[src/rtl/decim_avg_filter_if.sv]
// Sample/result bus for decim_avg_filter: accepted-sample input side and decimated output side.
`timescale 1ns/1ps
interface decim_avg_filter_if #(
  parameter int IN_W  = 1,
  parameter int OUT_W = 8
);
  logic                    IN_VALID;
  logic [IN_W-1:0]         IN;
  logic signed [OUT_W-1:0] OUT;
  logic                    OUT_VALID;
  logic                    FILLED;

  modport master (output IN_VALID, IN, input OUT, OUT_VALID, FILLED);
  modport slave  (input IN_VALID, IN, output OUT, OUT_VALID, FILLED);
endinterface

[src/rtl/decim_avg_filter.sv]
// 3-tap FIR -> power-of-two running-sum moving average -> decimated strobe output.
// Define DECIM_AVG_SAT_EN to clamp the average into OUT's range instead of wrapping.
`timescale 1ns/1ps
module decim_avg_filter #(
  parameter int IN_W     = 1,
  parameter int COEF_W   = 4,
  parameter int A0       = 1,
  parameter int A1       = -2,
  parameter int A2       = 1,
  parameter int LOG2_WIN = 6,
  parameter int DECIM    = 64,
  parameter int OUT_W    = 8
) (
  input  logic           CLK,
  input  logic           RST,
  input  logic           CLR,
  decim_avg_filter_if.slave bus
);
  localparam int D_W    = IN_W + COEF_W + 2;
  localparam int SUM_W  = D_W + LOG2_WIN;
  localparam int WIN    = 1 << LOG2_WIN;
  localparam int CNT_W  = (DECIM > 1) ? $clog2(DECIM) : 1;
  localparam int STAGES = 2;

  localparam logic signed [D_W-1:0]    C0       = D_W'(A0);
  localparam logic signed [D_W-1:0]    C1       = D_W'(A1);
  localparam logic signed [D_W-1:0]    C2       = D_W'(A2);
  localparam logic [CNT_W-1:0]         CNT_LAST = CNT_W'(DECIM - 1);
  localparam logic [LOG2_WIN-1:0]      WP_LAST  = LOG2_WIN'(WIN - 1);

  logic [IN_W-1:0]         x1, x2;
  logic [CNT_W-1:0]        cnt;
  logic [STAGES-1:0]       vld_pipe, tag_pipe;
  logic signed [D_W-1:0]   xin, xm1, xm2, d_nxt, d_s1;
  logic signed [D_W-1:0]   win_mem [WIN];
  logic [LOG2_WIN-1:0]     wp;
  logic signed [SUM_W-1:0] sum, sum_nxt;
  logic                    filled, filled_s2;
  logic signed [OUT_W-1:0] out_q, out_nxt;
  logic                    out_vld;
  logic                    fire;

  // Samples are unsigned; zero-extend before the signed multiply.
  assign xin   = D_W'(bus.IN);
  assign xm1   = D_W'(x1);
  assign xm2   = D_W'(x2);
  assign d_nxt = C0 * xin + C1 * xm1 + C2 * xm2;

  assign sum_nxt = sum + {{LOG2_WIN{d_s1[D_W-1]}}, d_s1}
                       - {{LOG2_WIN{win_mem[wp][D_W-1]}}, win_mem[wp]};

`ifdef DECIM_AVG_SAT_EN
  localparam logic signed [SUM_W-1:0] OMAX = SUM_W'((1 << (OUT_W - 1)) - 1);
  localparam logic signed [SUM_W-1:0] OMIN = ~OMAX;
  logic signed [SUM_W-1:0] avg, avg_sat;
  always_comb begin
    avg     = sum >>> LOG2_WIN;
    avg_sat = avg;
    if (avg > OMAX)      avg_sat = OMAX;
    else if (avg < OMIN) avg_sat = OMIN;
    out_nxt = OUT_W'(avg_sat);
  end
`else
  assign out_nxt = OUT_W'(sum >>> LOG2_WIN);
`endif

  // A tag only strobes if the window was full once this sample landed.
  assign fire = vld_pipe[1] & tag_pipe[1] & filled_s2;

  always_ff @(posedge CLK or negedge RST) begin
    if (!RST) begin
      x1 <= '0; x2 <= '0; cnt <= '0; d_s1 <= '0;
      vld_pipe <= '0; tag_pipe <= '0;
      wp <= '0; sum <= '0; filled <= 1'b0; filled_s2 <= 1'b0;
      out_q <= '0; out_vld <= 1'b0;
    end else if (CLR) begin
      x1 <= '0; x2 <= '0; cnt <= '0; d_s1 <= '0;
      vld_pipe <= '0; tag_pipe <= '0;
      wp <= '0; sum <= '0; filled <= 1'b0; filled_s2 <= 1'b0;
      out_q <= '0; out_vld <= 1'b0;
    end else begin
      vld_pipe <= {vld_pipe[0], bus.IN_VALID};
      tag_pipe <= {tag_pipe[0], bus.IN_VALID & (cnt == CNT_LAST)};
      if (bus.IN_VALID) begin
        d_s1 <= d_nxt;
        x2   <= x1;
        x1   <= bus.IN;
        cnt  <= (cnt == CNT_LAST) ? '0 : cnt + CNT_W'(1);
      end
      if (vld_pipe[0]) begin
        sum       <= sum_nxt;
        wp        <= wp + LOG2_WIN'(1);
        filled_s2 <= filled | (wp == WP_LAST);
        if (wp == WP_LAST) filled <= 1'b1;
      end
      out_vld <= fire;
      if (fire) out_q <= out_nxt;
    end
  end

  always_ff @(posedge CLK or negedge RST) begin
    if (!RST) begin
      for (int i = 0; i < WIN; i++) win_mem[i] <= '0;
    end else if (CLR) begin
      for (int i = 0; i < WIN; i++) win_mem[i] <= '0;
    end else if (vld_pipe[0]) begin
      win_mem[wp] <= d_s1;
    end
  end

  assign bus.OUT       = out_q;
  assign bus.OUT_VALID = out_vld;
  assign bus.FILLED    = filled;
endmodule

[src/flat_wrapper.sv]
// flat-port wrapper written by rule: the top's interface ports become plain ports
module decim_avg_filter_flat 
#(
  parameter int IN_W     = 1,
  parameter int COEF_W   = 4,
  parameter int A0       = 1,
  parameter int A1       = -2,
  parameter int A2       = 1,
  parameter int LOG2_WIN = 6,
  parameter int DECIM    = 64,
  parameter int OUT_W    = 8
)
  (CLK, RST, CLR, bus_IN_VALID, bus_IN, bus_OUT, bus_OUT_VALID, bus_FILLED);
  decim_avg_filter_if #(.IN_W(IN_W), .OUT_W(OUT_W)) bus_i ();
  input  logic CLK;
  input  logic RST;
  input  logic CLR;
  input wire logic [$bits(bus_i.IN_VALID)-1:0] bus_IN_VALID;
  input wire logic [$bits(bus_i.IN)-1:0] bus_IN;
  output wire logic [$bits(bus_i.OUT)-1:0] bus_OUT;
  output wire logic [$bits(bus_i.OUT_VALID)-1:0] bus_OUT_VALID;
  output wire logic [$bits(bus_i.FILLED)-1:0] bus_FILLED;
  assign bus_i.IN_VALID = bus_IN_VALID;
  assign bus_i.IN = bus_IN;
  assign bus_OUT = bus_i.OUT;
  assign bus_OUT_VALID = bus_i.OUT_VALID;
  assign bus_FILLED = bus_i.FILLED;
  decim_avg_filter #(.IN_W(IN_W), .COEF_W(COEF_W), .A0(A0), .A1(A1), .A2(A2), .LOG2_WIN(LOG2_WIN), .DECIM(DECIM), .OUT_W(OUT_W)) u_core (.CLK(CLK), .RST(RST), .CLR(CLR), .bus(bus_i));
endmodule
[config.mk]
export PLATFORM = sky130hd
export DESIGN_NAME = decim_avg_filter_flat
export DESIGN_NICKNAME = d
export VERILOG_FILES = /design/src/rtl/decim_avg_filter_if.sv /design/src/rtl/decim_avg_filter.sv /design/src/flat_wrapper.sv
export SDC_FILE = /design/constraint.sdc
export NUM_CORES = 1
export LEC_CHECK = 0
export BUFFER_PORTS_ARGS = -buffer_cell sky130_fd_sc_hd__buf_2
export CAP_MARGIN = 25
export CORE_MARGIN = 10
export CORE_UTILIZATION = 30
export DETAILED_ROUTE_END_ITERATION = 8
export GPL_ROUTABILITY_DRIVEN = 0
export PLACE_DENSITY = 0.44
export SYNTH_ARGS = -nofsm -noshare
export SYNTH_HDL_FRONTEND = slang
export SYNTH_SLANG_ARGS = --single-unit
[constraint.sdc]
create_clock -name CLK -period 5.4 [get_ports CLK]
set_input_delay 0.27 -clock CLK [delete_from_list [all_inputs] [get_ports CLK]]
set_output_delay 0.27 -clock CLK [all_outputs]
set_load 0.02 [all_outputs]
# Word level (Yosys, flattened, before mapping)
# Index checks and enable logic that the tools add are counted.
dict set report totals {
  ramBits 0
  rom_bits 0
  latchBits 0
  mem_count 0
  ff_bits 497
}
dict set report classes {
  eq_ne 2
  reduce_logical 6
  mux 31
  order_cmp 2
  bitwise 5
  mul 0
  n_div 0
  addsub 7
  shifts 0
}
# cell n
set op_table {}
lappend op_table {{448-bit two-way mux} 2}
lappend op_table {{448-bit bitwise mux} 1}
lappend op_table {{7-bit binary-select mux with 6-bit select} 1}
lappend op_table {{7-bit demux with 6-bit select} 1}
lappend op_table {{7-bit two-way mux} 5}
lappend op_table {{6-bit two-way mux} 5}
lappend op_table {{13-bit two-way mux} 2}
lappend op_table {{8-bit two-way mux} 2}
lappend op_table {{13-bit adder} 1}
lappend op_table {{13-bit subtractor} 1}
lappend op_table {{6-bit by 1-bit adder with 6-bit output, second input constant} 2}
lappend op_table {{6-bit == test, second input constant} 2}
lappend op_table {{1-bit two-way mux} 10}
lappend op_table {{2-bit nonzero test} 4}
lappend op_table {{2-bit by 7-bit adder with 7-bit output} 1}
lappend op_table {{7-bit by 2-bit adder with 7-bit output} 1}
lappend op_table {{7-bit >= comparator, second input constant} 1}
lappend op_table {{7-bit by 1-bit less-than comparator with 1-bit output, second input constant} 1}
lappend op_table {{6-bit NOT with 7-bit output} 1}
lappend op_table {{1-bit negation with 6-bit output} 1}
lappend op_table {{2-bit two-way mux} 2}
lappend op_table {{1-bit bitwise AND} 3}
lappend op_table {{2-bit AND reduction} 1}
lappend op_table {{1-bit logical AND} 1}
lappend op_table {{1-bit bitwise OR} 1}

# Depth between registers and ports, before layout
# Gate-level depths: netlist of the first run.
dict set report depth {
  depth_word 8
  ltp_mapped 24
  depth_no_buf 20
}

# Worst setup path after synthesis of the first run
# OpenSTA, ideal clock, no wires.
dict set report synth_timing {
  path_type {reg-to-reg}
  startpoint {reg u_core.wp[1]}
  endpoint {reg u_core.sum[11]}
  arrival_ns 4.560
  n_path_buf 4
  path_slack_ns 0.746
  stages_incl_launch_ff 20
  required_time_ns 5.306
  path_cell_list {dfrtp_1 -> buf_2 -> buf_2 -> buf_2 -> buf_2 -> mux4_2 -> mux2_2 -> a221oi_1 -> nand4b_1 -> fa_1 -> inv_1 -> ha_1 -> a21o_1 -> a21o_1 -> a2111oi_0 -> o21bai_1 -> a311oi_2 -> a21oi_1 -> xnor2_1 -> a211oi_1}
}
dict set report synth_via {
  elab_chain_cells 7
}
# item line
set synth_rtl {}
lappend synth_rtl {{start: declaration} decim_avg_filter.sv:36} ;# logic [LOG2_WIN-1:0] wp;
lappend synth_rtl {{start signal: assignment} decim_avg_filter.sv:92} ;# wp <= wp + LOG2_WIN'(1);
lappend synth_rtl {{6-bit NOT with 7-bit output (not written as such)} decim_avg_filter.sv:50} ;# - {{LOG2_WIN{win_mem[wp][D_W-1]}}, win_mem[wp]};
lappend synth_rtl {{7-bit binary-select mux with 6-bit select} decim_avg_filter.sv:50}
lappend synth_rtl {{7-bit two-way mux (not written as such) (2 in series)} decim_avg_filter.sv:50}
lappend synth_rtl {{13-bit subtractor} decim_avg_filter.sv:50}
lappend synth_rtl {{13-bit two-way mux} decim_avg_filter.sv:90} ;# if (vld_pipe[0]) begin
lappend synth_rtl {{13-bit two-way mux} decim_avg_filter.sv:76} ;# end else if (CLR) begin
lappend synth_rtl {{end signal: assignment} decim_avg_filter.sv:91} ;# sum <= sum_nxt;
lappend synth_rtl {{end: declaration} decim_avg_filter.sv:37} ;# logic signed [SUM_W-1:0] sum, sum_nxt;
# No other way between the ends. The select of a mux whose other input is x is not followed.
# A chain may end at the register's enable or synchronous reset.

# Worst setup path in the final report of the first run
dict set report layout_timing {
  startpoint {reg u_core.wp[2]}
  endpoint {reg u_core.sum[11]}
}
# Same word-level chain as after synthesis.

==> results of run 1 <==
## power groups by stage
| stage | Clock [W] | Sequential, W | Combinational [W] |
|---|---|---|---|
| 6_report | 0.00205 | 0.00182 | 0.000756 |
| 5_1_grt | 0.00217 | 0.00183 | 0.000862 |
| 4_1_cts | 0.00210 | 0.00183 | 0.000755 |
| 3_5_place_dp | 0 | 0.00186 | 0.000749 |
| 3_3_place_gp | 0 | 0.00186 | 0.000743 |
| 2_1_floorplan | 0 | 0.00185 | 0.000566 |
## sequential cells by signal, summed over array words and instances (netlist names), 2 cells and up
signal,cells
u_core.bus.OUT,7
u_core.cnt,6
u_core.d_s1,3
u_core.sum,13
u_core.tag_pipe,2
u_core.vld_pipe,2
u_core.win_mem,192
u_core.wp,6
## metal layers
| layer | wire length [µm] | up-vias | global-route usage |
|---|---|---|---|
| met5 | 0 | - | 0 |
| li1 | - | 4916 | - |
| met1 | 18670 | 5245 | 0.2179 |
| met3 | 1833 | 51 | 0.02459 |
| met4 | 806 | 0 | 0.03747 |
| met2 | 18200 | 222 | 0.2445 |
## final timing paths
check,start,to,slack (ps),cells past startpoint
worst max-delay path,u_core.wp[2]$_DFFE_PN0P_,u_core.sum[11]$_DFFE_PN0P_,410,17
worst min-delay path,bus_IN_VALID,u_core.cnt[1]$_DFFE_PN0P_,110,3
worst max register to register,u_core.wp[2]$_DFFE_PN0P_,u_core.sum[11]$_DFFE_PN0P_,410,17
worst min register to register,u_core.tag_pipe[0]$_DFF_PN0_,u_core.tag_pipe[1]$_DFF_PN0_,460,1
max in group asynchronous,RST,u_core.win_mem[309]$_DFFE_PN0P_,3750,3
min in group asynchronous,RST,u_core.win_mem[257]$_DFFE_PN0P_,390,2
## placed cells by master (no fill, tap or decap), types with 16 or more instances in the layout
master / n
dfrtp_1: 230
buf_4: 38
clkbuf_16: 30
mux2_2: 17
a221oi_1: 17
mux4_2: 16
nand2_1: 254
inv_1: 45
ha_1: 17
o21ai_0: 110
nor2_1: 93
nand3_1: 105
a21oi_1: 220
mux2i_1: 35
## critical path, cell delays in order (launching register included)
cell and delay (ps):
dfrtp_4 660, buf_4 290, nor2_2 120, buf_4 220, a32o_1 220, o31ai_1 400
o211a_1 220, nand3_1 130, fa_1 510, inv_1 50, ha_1 330, a21o_1 210
a2111oi_0 470, o21bai_1 170, a311oi_2 350, a21oi_1 130, xnor2_1 140, a211oi_1 240
## area by class of cell
class	instances	area, µm²	area share
multi-input cells	1030	6012	0.4206
flip-flops and latches	236	5918	0.4140
clock buffers	44	842.1	0.05891
well taps	539	674.4	0.04718
repair buffers	61	531.8	0.03720
inverters	46	172.7	0.01208
clock inverters	8	142.6	0.009979
## cell families after synthesis
group / count (synthesis)
and+or+nand+nor: 507
AOI/OAI and AO/OA: 407
muxes: 69
adders and majority gates: 29
xor gates and xnor gates: 18
DFF: 236
buffers and inverters: 166
## through the flow
| step | total power, W | area, µm² | hold WS [ps] |
|---|---|---|---|
| after detailed placement | 0.002608 | 13210 | 452.0 |
| after floorplan | 0.002412 | 12640 | -25.59 |
| after global placement | 0.002602 | 13190 | 450.6 |
| after global routing | 0.004858 | 14290 | 124.2 |
| final | 0.004632 | 14290 | 114.0 |
| after CTS | 0.004682 | 14210 | 88.33 |
## repair_timing
item,CTS,global route
gates resized for setup,0,1
hold buffers,2,0
hold endpoints to repair,117,0
setup buffers,0,5
endpoints found under the setup margin,0,2
==> metrics.txt, run 1 <==
core box area=41760 µm²; ports placed on the boundary=15; final core occ=0.3423; post-DR wirelength/cell=20.12 µm; Critical Path End Type=flip-flop; power density over cell area=324.0 nW/µm²; final setup violating endpoints=0; buffers added on ports=14; worst setup skew after layout=14.15 ps; fraction of the mapped netlist area in compound gates=0.1797; via count of the first global-routing pass=10180; dominant combinational cell family by area after synthesis=compound AO/OA/AOI/OAI gates; initial core utilization=0.3027; simple-gate portion of the synthesized area=0.1740; antenna-violating nets left=0; number of synthesis warnings=0; violation count after the first detailed-route iteration=845; Critical Path RT=5870 ps; horizontal die dimension=225.3 µm; remaining routing DRC violations=0; clock tree from TritonCTS=yes; switching fraction of total power=0.2734; peak clock frequency supported by timing=200.5 MHz; sequential power share=0.393; power dissipated by switching net loads=0.001266 W; worst path setup slack after routing=411.6 ps; root buffer cell=clkbuf_16; most numerous cell in the Yosys netlist=nand2_1; antenna violations before repair=0; Slew Limit Headroom=0.3001; GR Util All Layers=0.1551; number of nets in the layout=1438; clock sink total=236; Final Hold Vio Count=0; leading register cell type out of synthesis=dfrtp_1; setup repair after global routing missed its margin=no; maximum number of pins on one net before global-route repair=159; buffer depth of the longest clock path=3; Final min period=4988 ps; post-placement worst setup slack=198.8 ps; fill cell instance count of the final layout=4319; clock-pin transition on the worst setup and hold timing paths=60 ps; number of synthesized flops with an enable pin=0; Mapped Cells=1432; cts bufs inserted=29; diode count=0; part of the cycle the worst path needs=0.9238; CP Class=flip-flop to flip-flop; critical path fanouts, max=23; cell count after placement=1905; HPWL reported at the end of detailed placement=24.08 mm; maximum vdd ir drop=0.2213 mV; Initial DRT Pass Iterations=5; synthesis-to-finish area growth=13.10%; Maximum Capacitance Violations=0; insertion delay of the later-clocked pin in the worst-skew pair=570 ps; cell accounting for the most synthesized area=dfrtp_1; logic gate share of total power=0.163; Row Count=75; actual transition at the worst max-transition pin=1048 ps; cell internal pwr=0.003365 W; clock share of power=0.443; top-area cell type share of the netlist area=0.4673; share of cell area taken by muxes after synthesis=0.07257; Area contributors post-synth=dfrtp_1 (47%), a21oi_1 (8.7%), nand2_1 (7.5%); total congestion overflow=0; wire length after detailed routing=39.51 mm; number of register bits inferred by synthesis=236; Post-Syn Area per Cell=8.826 µm²; first-pass GRT wire length=62.28 mm; final slew viol count=0; LEAKAGE=5.702 nW; H-tree Lvls=1; class of the tightest hold or removal check=input pin to flip-flop; startpoint class of the critical path=flip-flop; Cell Count, Final, Fillers Out=1964; CP Data Arrival Time=5460 ps; share of post-route cells with drive strength above 1=0.1067; synthesized netlist net count=1466; Netlist Area Pre-Place=12640 µm²; FFs w/ async S/R, synth=1.000; portion of the post-synthesis area used by sequential elements=0.4673; run status=complete, no violations; Avg Vias per Cell=5.313; die height=225.3 µm; top cells by instance count after synthesis=nand2_1 (254), dfrtp_1 (236), a21oi_1 (220); die footprint=50740 µm²; unique cell type count in the Yosys netlist=62; synthesized-area fraction occupied by xor and xnor cells=0.01356; Synth Area in Adders=0.03584; Total Negative Setup Slacks=0 ps; vias after detailed routing=10430
Power figures use the tool's default switching activity.
==> run 2, diff against run 1 <==
--- a/config.mk
+++ b/config.mk
@@ -8,10 +8,10 @@
 export BUFFER_PORTS_ARGS = -buffer_cell sky130_fd_sc_hd__buf_2
 export CAP_MARGIN = 25
 export CORE_MARGIN = 10
-export CORE_UTILIZATION = 30
+export CORE_UTILIZATION = 41
 export DETAILED_ROUTE_END_ITERATION = 8
 export GPL_ROUTABILITY_DRIVEN = 0
-export PLACE_DENSITY = 0.44
+export PLACE_DENSITY = 0.56
 export SYNTH_ARGS = -nofsm -noshare
 export SYNTH_HDL_FRONTEND = slang
 export SYNTH_SLANG_ARGS = --single-unit
==> run 2 against run 1 <==
  * Critical path depth fell by 1
  * Hold slack got worse by 93 ps
  * Maximum frequency grew 0.94%
  * Critical endpoint unchanged
==> metrics.txt, run 2 (synthesis gave the netlist of run 1 again) <==
run status=complete, no violations; number of nets in the layout=1428 (-0.70%); first-pass GRT wire length=58.20 mm (-6.5%); Initial DRT Pass Iterations=5 (unchanged); buffers added on ports=14 (unchanged); final design area excluding fillers=13930 µm² (-2.6%); cell internal pwr=0.003221 W (-4.3%); Total Negative Setup Slacks=0 ps (unchanged); reg2reg path depth=16 (-1); number of cells traversed by the worst hold path=3 (unchanged); most frequent cells in the layout=nand2_1 (254), dfrtp_1 (230), a21oi_1 (220); LEAKAGE=5.602 nW (-1.7%); via count of the first global-routing pass=9923 (-2.5%); horizontal die dimension=195.6 µm (-13%); post-DR wirelength/cell=20.01 µm (-0.54%); synthesis-to-finish area growth=10.19%; Slew Limit Headroom=0.3677 (+0.06762); Final min period=4942 ps (-46.63 ps); placed instance area=13010 µm² (-1.5%); critical path fanouts, max=13 (-43%); worst path setup slack after routing=458.2 ps (+46.63 ps); maximum vdd ir drop=0.2281 mV (+3.1%); kind of cell with the highest combined delay on the critical path=compound AO/OA/AOI/OAI gates; HPWL reported at the end of detailed placement=22.36 mm (-7.1%); insertion delay of the later-clocked pin in the worst-skew pair=550 ps (-20 ps); Row Count=64 (-15%); number of buffers and inverters on the critical path=2 (-1); vias after detailed routing=10410 (-0.25%); actual transition at the worst max-transition pin=948.5 ps (-99.27 ps); antenna-violating nets left=0 (unchanged); GR Util All Layers=0.1855 (+0.03034); CP Class=flip-flop to flip-flop; clock sink total=236 (unchanged); final setup violating endpoints=0 (unchanged); H-tree Lvls=1 (unchanged); root buffer cell=clkbuf_16; cts bufs inserted=27 (-6.9%); highest-delay cell along the critical path=fa_1; violation count after the first detailed-route iteration=971 (+15%); Maximum Capacitance Violations=0 (unchanged); share of post-route cells with drive strength above 1=0.1006 (-0.006100); antenna violations before repair=0 (unchanged); sequential power share=0.413 (+0.020); die footprint=38250 µm² (-25%); Critical Path End Type=flip-flop; clock share of power=0.422 (-0.021); final slew viol count=0 (unchanged); worst setup skew after layout=14.78 ps (+0.6314 ps); Reg-to-Reg End=u_core.sum[11]$_DFFE_PN0P_; part of the cycle the worst path needs=0.9151 (-0.008636); Critical Path RT=5860 ps (about the same); launch instance of the worst min-delay path=bus_IN; die height=195.6 µm (-13%); switching fraction of total power=0.2701 (-0.003298); logic gate share of total power=0.165 (+0.002); wire length after detailed routing=36.17 mm (-8.4%); class of the tightest hold or removal check=input pin to flip-flop; cell count after placement=1758 (-7.7%); worst hold margin=21.53 ps (-92.52 ps); buffer depth of the longest clock path=3 (unchanged); total congestion overflow=0 (unchanged); maximum number of pins on one net before global-route repair=136 (-14%); diode count=0 (unchanged); setup slack, reg-to-reg=460 ps (+50 ps); ports placed on the boundary=15 (unchanged); critical path, cell by cell=clkinv_1 -> a221oi_1 -> o22ai_1 -> a221oi_1 -> nand4b_1 -> fa_1 -> inv_1 -> ha_1 -> a21o_1 -> a21o_1 -> a2111oi_0 -> o21bai_1 -> a311oi_2 -> a21oi_1 -> xnor2_1 -> a211oi_1; remaining routing DRC violations=0 (unchanged); flip-flop count of the largest register after layout=192 (unchanged); critical path's largest stage delay=580 ps (-80 ps); power dissipated by switching net loads=0.001192 W (-5.9%); startpoint of the worst register-to-register path=u_core.wp[1]$_DFFE_PN0P_; clock tree from TritonCTS=yes; most common library cell in the layout ignoring fill and taps=nand2_1; core box area=30510 µm² (-27%); peak clock frequency supported by timing=202.4 MHz (+0.94%); clock-pin transition on the worst setup and hold timing paths=70 ps (about the same); register with the highest flop count=u_core.win_mem; setup repair after global routing missed its margin=no; power density over cell area=316.9 nW/µm² (-2.2%); Final Hold Vio Count=0 (unchanged); end point of the most critical hold path=u_core.x1$_DFFE_PN0P_; post-placement worst setup slack=371.1 ps (+172.2 ps); Avg Vias per Cell=5.757 (+8.4%); CP Data Arrival Time=5400 ps (-60 ps); Cell Count, Final, Fillers Out=1808 (-7.9%); initial core utilization=0.4142 (+0.1116); startpoint class of the critical path=flip-flop
==> run 2: cell count changes in the layout (fill, tap and decap cells not counted), sizes merged <==
cell	previous run	this run
clkinv	4	2
buf	58	52
dlygate4sd3	2	1
clkbuf	45	43
bufinv	4	2
==> run 2: per-layer routing <==
layer | share of wire | global-route usage | vias up
li1 | - | - | 4887
met1 | 0.46 | 0.2686 | 5155
met2 | 0.45 | 0.2765 | 314
met3 | 0.067 | 0.03494 | 52
met4 | 0.024 | 0.04977 | 0
met5 | 0 | 0 | -
==> run 2: worst max path at each step <==
stage,from,endpoint,slack [ps],cells past startpoint
2_1_floorplan,u_core.wp[1]$_DFFE_PN0P_,u_core.sum[11]$_DFFE_PN0P_,750,19
3_3_place_gp,u_core.wp[0]$_DFFE_PN0P_,u_core.sum[11]$_DFFE_PN0P_,480,18
3_5_place_dp,u_core.wp[2]$_DFFE_PN0P_,u_core.sum[11]$_DFFE_PN0P_,370,16
4_1_cts,u_core.wp[2]$_DFFE_PN0P_,u_core.sum[11]$_DFFE_PN0P_,350,16
5_1_grt,u_core.wp[1]$_DFFE_PN0P_,u_core.sum[11]$_DFFE_PN0P_,100,17
6_report,u_core.wp[1]$_DFFE_PN0P_,u_core.sum[11]$_DFFE_PN0P_,460,16
==> run 2: layout make-up <==
cell class                      count  area (µm²)
Tap cell                          396       495.5
Timing Repair Buffer               53       439.2
Multi-Input combinational cell   1030        6015
Inverter                           46       172.7
Sequential cell                   236        5916
Clock buffer                       43       815.8
Clock inverter                      4       72.57
Fill cell                        2955       16580
==> run 2: through the flow <==
stage / power [W] / util
after CTS: 0.004457 / 0.4559
after global placement: 0.002586 / 0.4259
after detailed placement: 0.002587 / 0.4264
final: 0.004413 / 0.4564
after global routing: 0.004614 / 0.4564
after floorplan: 0.002412 / -
==> run 2: power by group through the flow <==
| stage | clock (W) | sequential (W) | combinational [W] |
|---|---|---|---|
| finish | 0.00186 | 0.00182 | 0.000729 |
| CTS | 0.00190 | 0.00182 | 0.000736 |
| global placement | 0 | 0.00185 | 0.000731 |
| detailed placement | 0 | 0.00185 | 0.000732 |
| global route | 0.00196 | 0.00183 | 0.000825 |
| floorplan | 0 | 0.00185 | 0.000566 |
==> run 2: what timing repair did <==
item                                    in CTS  in global routing
resized for setup                            0                  1
endpoints found under the setup margin       0                  1
hold buffers                                 1                  0
hold endpoints to repair                   107                  0
buffers inserted                             0                  2
==> run 2: tightest hold or removal path, cell delays in order <==
cell and delay, ps:
buf_2 110, mux2i_1 70, nor2_1 80
